**config.mk**
```make
export PLATFORM = sky130hd
export DESIGN_NAME = mem_bridge_flat
export DESIGN_NICKNAME = d
export VERILOG_FILES = /design/src/rtl/mem_bridge_if.sv /design/src/rtl/mem_bridge.sv /design/src/flat_wrapper.sv
export SDC_FILE = /design/constraint.sdc
export NUM_CORES = 1
export LEC_CHECK = 0
export BUFFER_PORTS_ARGS = -buffer_cell sky130_fd_sc_hd__buf_4
export CAP_MARGIN = 30
export CORE_ASPECT_RATIO = 1.2
export CORE_UTILIZATION = 31
export CTS_CLUSTER_SIZE = 10
export DETAILED_ROUTE_END_ITERATION = 6
export PLACE_DENSITY = 0.59
export SYNTH_ARGS = -nofsm -noshare
export SYNTH_HDL_FRONTEND = slang
export SYNTH_SLANG_ARGS = --single-unit
```
**constraint.sdc**
```tcl
create_clock -name clk -period 2.2 [get_ports clk]
set_input_delay 0.55 -clock clk [delete_from_list [all_inputs] [get_ports clk]]
set_output_delay 0.55 -clock clk [all_outputs]
set_load 0.05 [all_outputs]
```
**src/rtl/mem_bridge_if.sv**
```systemverilog
// Bundles the CPU-side level-held memory handshake and the physical memory port
// of mem_bridge. The bridge uses the slave modport; the environment uses master.
interface mem_bridge_if #(
  parameter int ADDR_WIDTH = 16
);
  // CPU side: mem_read/mem_write are held until a one-cycle mem_resp pulse.
  // Memory side: pmem_req and the pmem_* payload stay stable until the cycle
  // pmem_ready is high; pmem_ack (with pmem_rdata) completes the access.
  logic [ADDR_WIDTH-1:0] mem_address;
  logic                  mem_read;
  logic                  mem_write;
  logic [1:0]            mem_byte_enable;
  logic [15:0]           mem_wdata;
  logic                  mem_resp;
  logic [15:0]           mem_rdata;

  logic                  pmem_req;
  logic                  pmem_we;
  logic [ADDR_WIDTH-1:0] pmem_addr;
  logic [15:0]           pmem_wdata;
  logic [1:0]            pmem_wmask;
  logic                  pmem_ready;
  logic                  pmem_ack;
  logic [15:0]           pmem_rdata;

  logic                  err;
  logic                  err_clear;

  modport slave (
    input  mem_address, mem_read, mem_write, mem_byte_enable, mem_wdata,
    output mem_resp, mem_rdata,
    output pmem_req, pmem_we, pmem_addr, pmem_wdata, pmem_wmask,
    input  pmem_ready, pmem_ack, pmem_rdata,
    output err,
    input  err_clear
  );

  modport master (
    output mem_address, mem_read, mem_write, mem_byte_enable, mem_wdata,
    input  mem_resp, mem_rdata,
    input  pmem_req, pmem_we, pmem_addr, pmem_wdata, pmem_wmask,
    output pmem_ready, pmem_ack, pmem_rdata,
    input  err,
    output err_clear
  );
endinterface

```
**src/rtl/mem_bridge.sv**
```systemverilog
// Converts the LC-3b level-held memory handshake into a req/ready/ack physical
// memory access, with a sticky error flag and a stall timeout.
module mem_bridge #(
  parameter int TIMEOUT_CYCLES = 64,
  parameter int ADDR_WIDTH     = 16
) (
  input  logic       clk,
  input  logic       reset,
  mem_bridge_if.slave bus,
  output logic [1:0] dbg_state
);

  typedef enum logic [1:0] {
    IDLE  = 2'd0,
    ISSUE = 2'd1,
    WAIT  = 2'd2,
    RESP  = 2'd3
  } state_t;

  localparam int CW = (TIMEOUT_CYCLES > 0) ? $clog2(TIMEOUT_CYCLES + 1) : 1;

  state_t                state_q, state_d;
  logic [ADDR_WIDTH-1:0] addr_q, addr_d;
  logic [15:0]           wdata_q, wdata_d;
  logic [1:0]            wmask_q, wmask_d;
  logic                  we_q, we_d;
  logic [15:0]           rdata_q, rdata_d;
  logic                  err_q, err_d;
  logic [CW-1:0]         cnt_q, cnt_d;

  logic [CW-1:0]         cnt_inc;
  logic                  tmo_hit;
  logic                  err_set;

  assign cnt_inc = cnt_q + 1'b1;
  assign tmo_hit = (TIMEOUT_CYCLES != 0) && (cnt_inc >= CW'(TIMEOUT_CYCLES));

  always_comb begin
    state_d = state_q;
    addr_d  = addr_q;
    wdata_d = wdata_q;
    wmask_d = wmask_q;
    we_d    = we_q;
    rdata_d = rdata_q;
    cnt_d   = '0;
    err_set = 1'b0;

    if (state_q == ISSUE || state_q == WAIT) cnt_d = cnt_inc;

    case (state_q)
      IDLE: begin
        if (bus.mem_write) begin
          err_set = bus.mem_read;
          if (bus.mem_byte_enable != 2'b00) begin
            addr_d  = bus.mem_address & ~ADDR_WIDTH'(1);
            wdata_d = bus.mem_wdata;
            wmask_d = bus.mem_byte_enable;
            we_d    = 1'b1;
            state_d = ISSUE;
          end else begin
            // Nothing to write: complete without touching memory.
            state_d = RESP;
          end
        end else if (bus.mem_read) begin
          addr_d  = bus.mem_address & ~ADDR_WIDTH'(1);
          wdata_d = bus.mem_wdata;
          wmask_d = 2'b11;
          we_d    = 1'b0;
          state_d = ISSUE;
        end
      end
      ISSUE: begin
        if (bus.pmem_ready && bus.pmem_ack) begin
          if (!we_q) rdata_d = bus.pmem_rdata;
          state_d = RESP;
        end else if (tmo_hit) begin
          rdata_d = 16'h0000;
          err_set = 1'b1;
          state_d = RESP;
        end else if (bus.pmem_ready) begin
          state_d = WAIT;
        end
      end
      WAIT: begin
        if (bus.pmem_ack) begin
          if (!we_q) rdata_d = bus.pmem_rdata;
          state_d = RESP;
        end else if (tmo_hit) begin
          rdata_d = 16'h0000;
          err_set = 1'b1;
          state_d = RESP;
        end
      end
      RESP: begin
        // The CPU still holds its request here; it is sampled again only in IDLE.
        state_d = IDLE;
      end
      default: state_d = IDLE;
    endcase

    if (err_set)            err_d = 1'b1;
    else if (bus.err_clear) err_d = 1'b0;
    else                    err_d = err_q;
  end

  always_ff @(posedge clk or posedge reset) begin
    if (reset) begin
      state_q <= IDLE;
      addr_q  <= '0;
      wdata_q <= '0;
      wmask_q <= 2'b11;
      we_q    <= 1'b0;
      rdata_q <= '0;
      err_q   <= 1'b0;
      cnt_q   <= '0;
    end else begin
      state_q <= state_d;
      addr_q  <= addr_d;
      wdata_q <= wdata_d;
      wmask_q <= wmask_d;
      we_q    <= we_d;
      rdata_q <= rdata_d;
      err_q   <= err_d;
      cnt_q   <= cnt_d;
    end
  end

  assign bus.mem_resp   = (state_q == RESP);
  assign bus.mem_rdata  = rdata_q;
  assign bus.pmem_req   = (state_q == ISSUE);
  assign bus.pmem_we    = we_q;
  assign bus.pmem_addr  = addr_q;
  assign bus.pmem_wdata = wdata_q;
  assign bus.pmem_wmask = wmask_q;
  assign bus.err        = err_q;
  assign dbg_state      = state_q;

endmodule
```
**src/flat_wrapper.sv**
```systemverilog
// flat-port wrapper written by rule: the top's interface ports become plain ports
module mem_bridge_flat 
#(
  parameter int TIMEOUT_CYCLES = 64,
  parameter int ADDR_WIDTH     = 16
)
  (clk, reset, dbg_state, bus_mem_address, bus_mem_read, bus_mem_write, bus_mem_byte_enable, bus_mem_wdata, bus_mem_resp, bus_mem_rdata, bus_pmem_req, bus_pmem_we, bus_pmem_addr, bus_pmem_wdata, bus_pmem_wmask, bus_pmem_ready, bus_pmem_ack, bus_pmem_rdata, bus_err, bus_err_clear);
  mem_bridge_if #(.ADDR_WIDTH(ADDR_WIDTH)) bus_i ();
  input  logic clk;
  input  logic reset;
  output logic [1:0] dbg_state;
  input wire logic [$bits(bus_i.mem_address)-1:0] bus_mem_address;
  input wire logic [$bits(bus_i.mem_read)-1:0] bus_mem_read;
  input wire logic [$bits(bus_i.mem_write)-1:0] bus_mem_write;
  input wire logic [$bits(bus_i.mem_byte_enable)-1:0] bus_mem_byte_enable;
  input wire logic [$bits(bus_i.mem_wdata)-1:0] bus_mem_wdata;
  output wire logic [$bits(bus_i.mem_resp)-1:0] bus_mem_resp;
  output wire logic [$bits(bus_i.mem_rdata)-1:0] bus_mem_rdata;
  output wire logic [$bits(bus_i.pmem_req)-1:0] bus_pmem_req;
  output wire logic [$bits(bus_i.pmem_we)-1:0] bus_pmem_we;
  output wire logic [$bits(bus_i.pmem_addr)-1:0] bus_pmem_addr;
  output wire logic [$bits(bus_i.pmem_wdata)-1:0] bus_pmem_wdata;
  output wire logic [$bits(bus_i.pmem_wmask)-1:0] bus_pmem_wmask;
  input wire logic [$bits(bus_i.pmem_ready)-1:0] bus_pmem_ready;
  input wire logic [$bits(bus_i.pmem_ack)-1:0] bus_pmem_ack;
  input wire logic [$bits(bus_i.pmem_rdata)-1:0] bus_pmem_rdata;
  output wire logic [$bits(bus_i.err)-1:0] bus_err;
  input wire logic [$bits(bus_i.err_clear)-1:0] bus_err_clear;
  assign bus_i.mem_address = bus_mem_address;
  assign bus_i.mem_read = bus_mem_read;
  assign bus_i.mem_write = bus_mem_write;
  assign bus_i.mem_byte_enable = bus_mem_byte_enable;
  assign bus_i.mem_wdata = bus_mem_wdata;
  assign bus_mem_resp = bus_i.mem_resp;
  assign bus_mem_rdata = bus_i.mem_rdata;
  assign bus_pmem_req = bus_i.pmem_req;
  assign bus_pmem_we = bus_i.pmem_we;
  assign bus_pmem_addr = bus_i.pmem_addr;
  assign bus_pmem_wdata = bus_i.pmem_wdata;
  assign bus_pmem_wmask = bus_i.pmem_wmask;
  assign bus_i.pmem_ready = bus_pmem_ready;
  assign bus_i.pmem_ack = bus_pmem_ack;
  assign bus_i.pmem_rdata = bus_pmem_rdata;
  assign bus_err = bus_i.err;
  assign bus_i.err_clear = bus_err_clear;
  mem_bridge #(.TIMEOUT_CYCLES(TIMEOUT_CYCLES), .ADDR_WIDTH(ADDR_WIDTH)) u_core (.clk(clk), .reset(reset), .bus(bus_i), .dbg_state(dbg_state));
endmodule
```
==> reports/summary.log, run 1 <==
[placement] post-place setup slack 303.4 ps
[detailed_routing] wire per inst 13.14 um
[setup_path] slowest cell on the critical path sky130_fd_sc_hd__dfrtp_1
[cts] # hold bufs at CTS 0
[job] number of maximum-capacitance constraint violations 0
[status] result of the run finished, final reports clean
[logic_synthesis] flip-flop cell with the highest count after synthesis sky130_fd_sc_hd__dfrtp_1
[placement] Placed Cells 439
[power] portion of total power attributed to the clock network 13.9%
[floorplan] effective utilization at floorplan 32.40%
[finish] antenna cell count 0
[timing] unrepaired setup endpoints after global routing false
[setup_path] Setup crit end bus_pmem_req
[detailed_routing] detailed-route via count 2042
[timing] period utilisation layout 85.71%
[finish] Final Instance Area 3774 um2
[timing] remaining max-slew budget at the tightest pin 65.01%
[timing] Worst Setup Slack, final 314.4 ps
[floorplan] height of the chip 103.4 um
[placement] gp weighted congestion 0.7628
[power] net switching fraction of the power 48.84%
[setup_path] worst-case reg-to-reg path depth 5
[setup_path] required time worst endpoint 1650 ps
[setup_path] critical path cell sequence inv_1 > ha_1 > buf_4
[timing] post-route minimum period 1886 ps
[setup_path] largest fanout on the critical path 6
[setup_path] reg2reg setup slack 320 ps
[floorplan] cell row count 36
[setup_path] capture instance of the worst register-to-register path u_core.bus.pmem_addr[6]$_DFFE_PP0P_
[placement] number of port buffers 110
[detailed_routing] number of routed nets with antenna violations 0
[setup_path] largest incremental delay on the critical path 460 ps
[floorplan] Placeable Area 8198 um2
[setup_path] Worst Setup Start Kind flop
[floorplan] I/O pin count 113
[global_routing] grt ovf 0
[logic_synthesis] average size of a mapped cell 12.13 um2
[logic_synthesis] top area cells in the synthesized netlist sky130_fd_sc_hd__dfrtp_1, sky130_fd_sc_hd__mux2_2, sky130_fd_sc_hd__nand2_1
[finish] final core area utilization 46.03%
[timing] Setup-failing EPs final 0
[global_routing] pin count of the biggest net entering global routing 33
[logic_synthesis] number of enable flip-flop cells after synthesis 0
[cts] number of buffers added by the clock tree synthesis step 9
[setup_path] worst reg2reg startpoint u_core.dbg_state[1]$_DFFE_PP0P_
[cts] Reg clk slew, reported paths 60 ps
[global_routing] global-route total usage across every layer 13.92%
[cts] Clock Path Buffers 2
[power] total power density per cell area 1804 nW/um2
[cts] number of resized instances in the post-cts repair step 0
[worst_hold_path] worst hold path type in2async
[power] sequential power share 28.5%
[timing] final count of hold timing violations 0
[logic_synthesis] fraction of synthesis flops using an asynchronous set or reset pin 100.0%
[cts] number of clock sinks 60
[cts] CTS tree yes
[logic_synthesis] distinct cell type count after synthesis 40
[logic_synthesis] YS warnings 0
[finish] share of layout cells above drive strength 1 50.73%
[global_routing] via count of the first global-routing pass 2090
[cts] clock root buffer sky130_fd_sc_hd__clkbuf_8
[power] largest voltage drop on the vdd net 0.0008171 V
[timing] final setup TNS 0 ps
[setup_path] worst setup path category reg2out
[setup_path] crit path capture type primary output
[logic_synthesis] post-synthesis register bit count 60
[floorplan] die width 86.50 um
[detailed_routing] DRC errors left 0
[placement] half-perimeter wire length after placement 4353 um
[power] Net Switching 3.325 mW
[finish] layout overhead on the synthesized area 42.06%
[logic_synthesis] area of the mapped netlist 2656 um2
[logic_synthesis] share of the synthesized area in the top cell type 54.64%
[logic_synthesis] gate count of the mapped netlist 219
[placement] area of placed instances 3590 um2
[detailed_routing] via count normalized by instance count 4.488
[timing] Slew Limit Fails 0
[timing] worst clock skew 6.754 ps
[logic_synthesis] Mapped Nets 281
[finish] # nets final 398
[detailed_routing] iteration count of the initial detailed-routing pass 4
[finish] count of filler cells inserted in the layout 804
[finish] non-filler instance count after layout 455
[setup_path] Worst Setup SP u_core.dbg_state[1]$_DFFE_PP0P_
[logic_synthesis] portion of the post-synthesis area used by sequential elements 56.62%
[global_routing] first-pass GRT wire length 9515 um
[cts] number of post-CTS setup repair buffers 0
[detailed_routing] Total Wirelength 5980 um
[timing] Fmax 530.3 MHz
[cts] clk_lat worst skew 340 ps
[power] cell-internal power 3.483 mW
[global_routing] number of antenna violations at the first check in global routing 0
[detailed_routing] initial drt markers 76
[power] reported leakage power 1.787 nW
[timing] Worst-Margin Slew 524.8 ps
[cts] number of H-tree levels 3
[floorplan] area of the die 8944 um2
[power] part of the power in combinational logic 57.5%
[logic_synthesis] cell accounting for the most synthesized area sky130_fd_sc_hd__dfrtp_1
[setup_path] data arrival time of the critical path 1340 ps
[flip-flops by register name, summed over array words and instances, names as in the netlist]
name                   flops
u_core.bus.err             1
u_core.bus.pmem_wmask      2
u_core.bus.pmem_addr      15
u_core.bus.pmem_we         1
u_core.dbg_state           2
u_core.cnt_q               7
u_core.bus.pmem_wdata     16
u_core.bus.mem_rdata      16
[stage by stage]
stage	hold slack (ps)	power (mW)
2_1_floorplan	452.1	4.785
3_3_place_gp	472.3	5.865
3_5_place_dp	473.0	5.928
4_1_cts	224.9	6.892
5_1_grt	241.0	7.215
6_report	221.8	6.808
[layer usage]
layer | share of wire (%) | routed length (um) | GRT usage (%)
met1 | 43 | 2554 | 17.18
met2 | 49 | 2937 | 22.47
met3 | 6.8 | 407 | 4.683
met4 | 1.4 | 82 | 5.769
met5 | 0 | 0 | 0
[power by group through the flow]
stage | sequential [mW] | clock, mW | combinational [mW]
2_1_floorplan | 3.62 | 0 | 1.17
3_3_place_gp | 1.94 | 0 | 3.92
3_5_place_dp | 1.96 | 0 | 3.96
4_1_cts | 1.95 | 0.975 | 3.97
5_1_grt | 2.01 | 1.04 | 4.16
6_report | 1.94 | 0.948 | 3.92
[cell usage after synthesis (2+ instances only)]
master / count
sky130_fd_sc_hd__dfrtp_1: 58
sky130_fd_sc_hd__nand2_1: 38
sky130_fd_sc_hd__mux2_2: 30
sky130_fd_sc_hd__a21oi_1: 11
sky130_fd_sc_hd__inv_1: 8
sky130_fd_sc_hd__o21ai_0: 8
sky130_fd_sc_hd__and2_1: 7
sky130_fd_sc_hd__buf_6: 6
sky130_fd_sc_hd__ha_1: 5
sky130_fd_sc_hd__nand3_1: 4
sky130_fd_sc_hd__a31oi_1: 3
sky130_fd_sc_hd__nor2_1: 3
sky130_fd_sc_hd__o21ai_2: 3
sky130_fd_sc_hd__xnor2_1: 3
sky130_fd_sc_hd__and2b_1: 2
sky130_fd_sc_hd__buf_2: 2
sky130_fd_sc_hd__buf_4: 2
sky130_fd_sc_hd__dfstp_2: 2
sky130_fd_sc_hd__nor2b_1: 2
sky130_fd_sc_hd__o32a_1: 2
[layout by cell type (no fill, tap or decap), drive strengths merged, types with 5 or more instances in the layout]
cell	count
dfrtp	58
ha	5
a21oi	12
clkbuf	11
mux2	31
and2	7
o21ai	12
buf	116
nand3	5
inv	8
nand2	38
[cell families after synthesis]
family	synth area share, %
xor+xnor	1.319
other cells	0.1412
fa+ha+maj	2.355
compound gates	10.03
mux	13.14
simple gates	11.78
buf+inv	4.616
flops	56.62
[how the worst min path moves through the flow]
stage                                    startpoint                              endpoint  slack, ps  depth (start not counted)
after floorplan           u_core.cnt_q[0]$_DFF_PP0_             u_core.cnt_q[0]$_DFF_PP0_        450                          1
after global placement    u_core.cnt_q[0]$_DFF_PP0_             u_core.cnt_q[0]$_DFF_PP0_        470                          1
after detailed placement  u_core.cnt_q[0]$_DFF_PP0_             u_core.cnt_q[0]$_DFF_PP0_        470                          1
after CTS                                     reset   u_core.bus.mem_rdata[9]$_DFFE_PP0N_        220                          2
after global routing                          reset  u_core.bus.mem_rdata[15]$_DFFE_PP0N_        240                          2
final                                         reset   u_core.bus.mem_rdata[9]$_DFFE_PP0N_        220                          2
[final cells by class]
| class | instances | area (um2) | share of cell area [%] |
|---|---|---|---|
| Multi-Input combinational cell | 141 | 1030 | 27.29 |
| Tap cell | 114 | 142.6 | 3.780 |
| Clock inverter | 5 | 52.55 | 1.393 |
| Timing Repair Buffer | 116 | 883.3 | 23.41 |
| Clock buffer | 11 | 131.4 | 3.481 |
| Inverter | 8 | 30.03 | 0.7958 |
| Sequential cell | 60 | 1504 | 39.85 |
[worst max-delay path, delay by kind of cell, from the launching register on]
family / cells / cell delay [ps]
flip-flops: 1 / 460
adder cells (fa/ha/maj): 1 / 210
buffers and inverters: 2 / 330
Note: power is estimated with default switching activity, not from simulation.
==> run 2, diff against run 1 <==
Settings changed: CORE_MARGIN set to 5.
==> run 2 against run 1 <==
Net effect: cell count increased by 0.44%; critical path type is now reg2reg; global-route usage decreased by 1.3 points; worst hold slack improved by 66 ps; sequential power about the same; routed wire length increased by 4.0%; non-clock buffer count decreased by 1; sequential share of layout area decreased by 0.30 points; critical endpoint is now u_core.bus.pmem_addr[5]$_DFFE_PP0P_; clock-buffer cell count unchanged; critical path depth increased by 2; clock skew increased by 0.74 ps.
==> reports/summary.log, run 2 (synthesis gave the netlist of run 1 again) <==
[status] result of the run finished, final reports clean [unchanged]
[finish] count of filler cells inserted in the layout 806 [was 804]
[timing] period utilisation layout 86.29% [was 85.71%]
[timing] Worst-Margin Slew 556.7 ps [was 524.8 ps]
[setup_path] reg2reg setup slack 300 ps [was 320 ps]
[floorplan] cell row count 37 [was 36]
[power] reported leakage power 1.802 nW [was 1.787 nW]
[global_routing] grt ovf 0 [unchanged]
[cts] Reg clk slew, reported paths 60 ps [about the same]
[detailed_routing] Total Wirelength 6221 um [was 5980 um]
[setup_path] Worst Setup SP u_core.dbg_state[0]$_DFFE_PP0P_ [was u_core.dbg_state[1]$_DFFE_PP0P_]
[cts] number of post-CTS setup repair buffers 0 [unchanged]
[timing] remaining max-slew budget at the tightest pin 62.89% [was 65.01%]
[setup_path] largest fanout on the critical path 32 [was 6]
[power] largest voltage drop on the vdd net 0.0007245 V [was 0.0008171 V]
[timing] Slew Limit Fails 0 [unchanged]
[cts] number of resized instances in the post-cts repair step 0 [unchanged]
[placement] half-perimeter wire length after placement 4564 um [was 4353 um]
[cts] Clock Path Buffers 2 [unchanged]
[detailed_routing] iteration count of the initial detailed-routing pass 4 [unchanged]
[power] total power density per cell area 1825 nW/um2 [was 1804 nW/um2]
[floorplan] I/O pin count 113 [unchanged]
[finish] final core area utilization 44.88% [was 46.03%]
[timing] unrepaired setup endpoints after global routing false [unchanged]
[finish] Storage cell area 1504 um2 [unchanged]
[global_routing] routing usage on met1 15.09% [was 17.18%]
[global_routing] grt peak-use layer met2 [unchanged]
[global_routing] global-route total usage across every layer 12.59% [was 13.92%]
[worst_hold_path] worst hold path type in2async [unchanged]
[timing] final worst hold slack 288.1 ps [was 221.8 ps]
[finish] most frequent cells in the layout sky130_fd_sc_hd__buf_4, sky130_fd_sc_hd__dfrtp_1, sky130_fd_sc_hd__nand2_1 [unchanged]
[global_routing] number of antenna violations at the first check in global routing 0 [unchanged]
[power] Net Switching 3.311 mW [was 3.325 mW]
[cts] number of buffers added by the clock tree synthesis step 9 [unchanged]
[detailed_routing] DRC errors left 0 [unchanged]
[power] sequential power share 27.9% [was 28.5%]
[finish] # nets final 397 [was 398]
[global_routing] via count of the first global-routing pass 2132 [was 2090]
[global_routing] met3 Usage GRT 4.122% [was 4.683%]
[setup_path] capture instance of the worst register-to-register path u_core.bus.pmem_addr[5]$_DFFE_PP0P_ [was u_core.bus.pmem_addr[6]$_DFFE_PP0P_]
[power] part of the power in combinational logic 56.5% [was 57.5%]
[timing] worst clock skew 7.495 ps [was 6.754 ps]
[detailed_routing] number of routed nets with antenna violations 0 [unchanged]
[finish] layout overhead on the synthesized area 43.15% [was 42.06%]
[cts] number of clock sinks 60 [unchanged]
[setup_path] crit path capture type flop [was primary output]
[setup_path] required time worst endpoint 2410 ps [was 1650 ps]
[timing] final count of hold timing violations 0 [unchanged]
[floorplan] area of the die 10530 um2 [was 8944 um2]
[setup_path] worst setup path category reg2reg [was reg2out]
[timing] Fmax 526.8 MHz [was 530.3 MHz]
[detailed_routing] wire per inst 13.61 um [was 13.14 um]
[floorplan] die width 94.50 um [was 86.50 um]
[placement] number of port buffers 110 [unchanged]
[timing] final setup TNS 0 ps [unchanged]
[finish] antenna cell count 0 [unchanged]
[cts] clk_lat worst skew 330 ps [was 340 ps]
[power] cell-internal power 3.629 mW [was 3.483 mW]
[placement] gp weighted congestion 0.7399 [was 0.7628]
[detailed_routing] detailed-route via count 1998 [was 2042]
[floorplan] effective utilization at floorplan 31.35% [was 32.40%]
[finish] combined area of the multi-input logic cells 1030 um2 [unchanged]
[finish] non-filler instance count after layout 457 [was 455]
[setup_path] worst reg2reg startpoint u_core.dbg_state[0]$_DFFE_PP0P_ [was u_core.dbg_state[1]$_DFFE_PP0P_]
[timing] Setup-failing EPs final 0 [unchanged]
[setup_path] Worst Setup Start Kind flop [unchanged]
[power] portion of total power attributed to the clock network 15.5% [was 13.9%]
[finish] most common cell after layout, fill and taps aside sky130_fd_sc_hd__buf_4 [unchanged]
[placement] Placed Cells 441 [was 439]
[power] total design power 6.940 mW [was 6.808 mW]
[job] number of maximum-capacitance constraint violations 0 [unchanged]
[setup_path] data arrival time of the critical path 2110 ps [was 1340 ps]
[cts] clock root buffer sky130_fd_sc_hd__clkbuf_8 [unchanged]
[global_routing] pin count of the biggest net entering global routing 61 [was 33]
[global_routing] met2 usage 20.22% [was 22.47%]
[floorplan] Placeable Area 8472 um2 [was 8198 um2]
[cts] CTS tree yes [unchanged]
[cts] number of H-tree levels 3 [unchanged]
[power] net switching fraction of the power 47.71% [was 48.84%]
[detailed_routing] initial drt markers 57 [was 76]
[setup_path] Setup crit end u_core.bus.pmem_addr[5]$_DFFE_PP0P_ [was bus_pmem_req]
[cts] # hold bufs at CTS 0 [unchanged]
[floorplan] height of the chip 111.4 um [was 103.4 um]
[finish] share of layout cells above drive strength 1 50.88% [was 50.73%]
[detailed_routing] via count normalized by instance count 4.372 [was 4.488]
[global_routing] first-pass GRT wire length 10450 um [was 9515 um]
[timing] post-route minimum period 1898 ps [was 1886 ps]
[setup_path] worst-case reg-to-reg path depth 5 [unchanged]
[run 2: cell types whose count changed in the layout (fill, tap and decap cells not counted), sizes merged]
cell      previous run  this run
bufinv               1         2
clkinvlp             1         0
buf                116       115
[run 2: routing by layer]
metal | part of all wire (%) | vias up
met4 | 1.1 | 0
li1 | - | 981
met3 | 8.6 | 7
met2 | 50 | 80
met5 | 0 | -
met1 | 41 | 930
[run 2: cell type report]
class | count | area share (%)
clock buffer | 11 | 3.718
clock inverter | 5 | 1.974
multi-input combinational | 141 | 27.08
timing repair buffer | 115 | 23.03
sequential | 60 | 39.55
inverter | 8 | 0.7897
tap | 117 | 3.850
[run 2: worst min-delay path by stage]
stage / startpoint / endpoint / slack (ps) / cells after the start
6_report: reset / u_core.bus.mem_rdata[4]$_DFFE_PP0N_ / 290 / 3
3_3_place_gp: u_core.bus.pmem_wdata[15]$_DFFE_PP0P_ / u_core.bus.pmem_wdata[15]$_DFFE_PP0P_ / 470 / 1
3_5_place_dp: u_core.bus.pmem_wdata[15]$_DFFE_PP0P_ / u_core.bus.pmem_wdata[15]$_DFFE_PP0P_ / 480 / 1
5_1_grt: reset / u_core.bus.mem_rdata[4]$_DFFE_PP0N_ / 290 / 3
2_1_floorplan: u_core.cnt_q[0]$_DFF_PP0_ / u_core.cnt_q[0]$_DFF_PP0_ / 450 / 1
4_1_cts: reset / u_core.bus.err$_DFFE_PP0P_ / 280 / 3
[run 2: worst max-delay path: stages, from the launching register on]
cell                      delay (ps)
sky130_fd_sc_hd__dfrtp_1         430
sky130_fd_sc_hd__inv_1           130
sky130_fd_sc_hd__ha_1            200
sky130_fd_sc_hd__o21a_1          190
sky130_fd_sc_hd__o21a_4          430
sky130_fd_sc_hd__mux2_2          390
[run 2: power groups by stage]
stage,Sequential [mW],Clock (mW),Combinational (mW)
finish,1.94,1.08,3.92
floorplan,3.62,0,1.17
global placement,1.94,0,3.95
detailed placement,1.96,0,3.97
CTS,1.95,1.13,3.97
global route,2.03,1.17,4.14
[run 2: metrics by stage]
stage | instance area, um2 | setup slack [ps]
CTS | 3802 | 266.1
finish | 3802 | 301.7
floorplan | 2656 | 130.5
detailed placement | 3586 | 267.8
global placement | 3586 | 296.0
global route | 3802 | 201.3
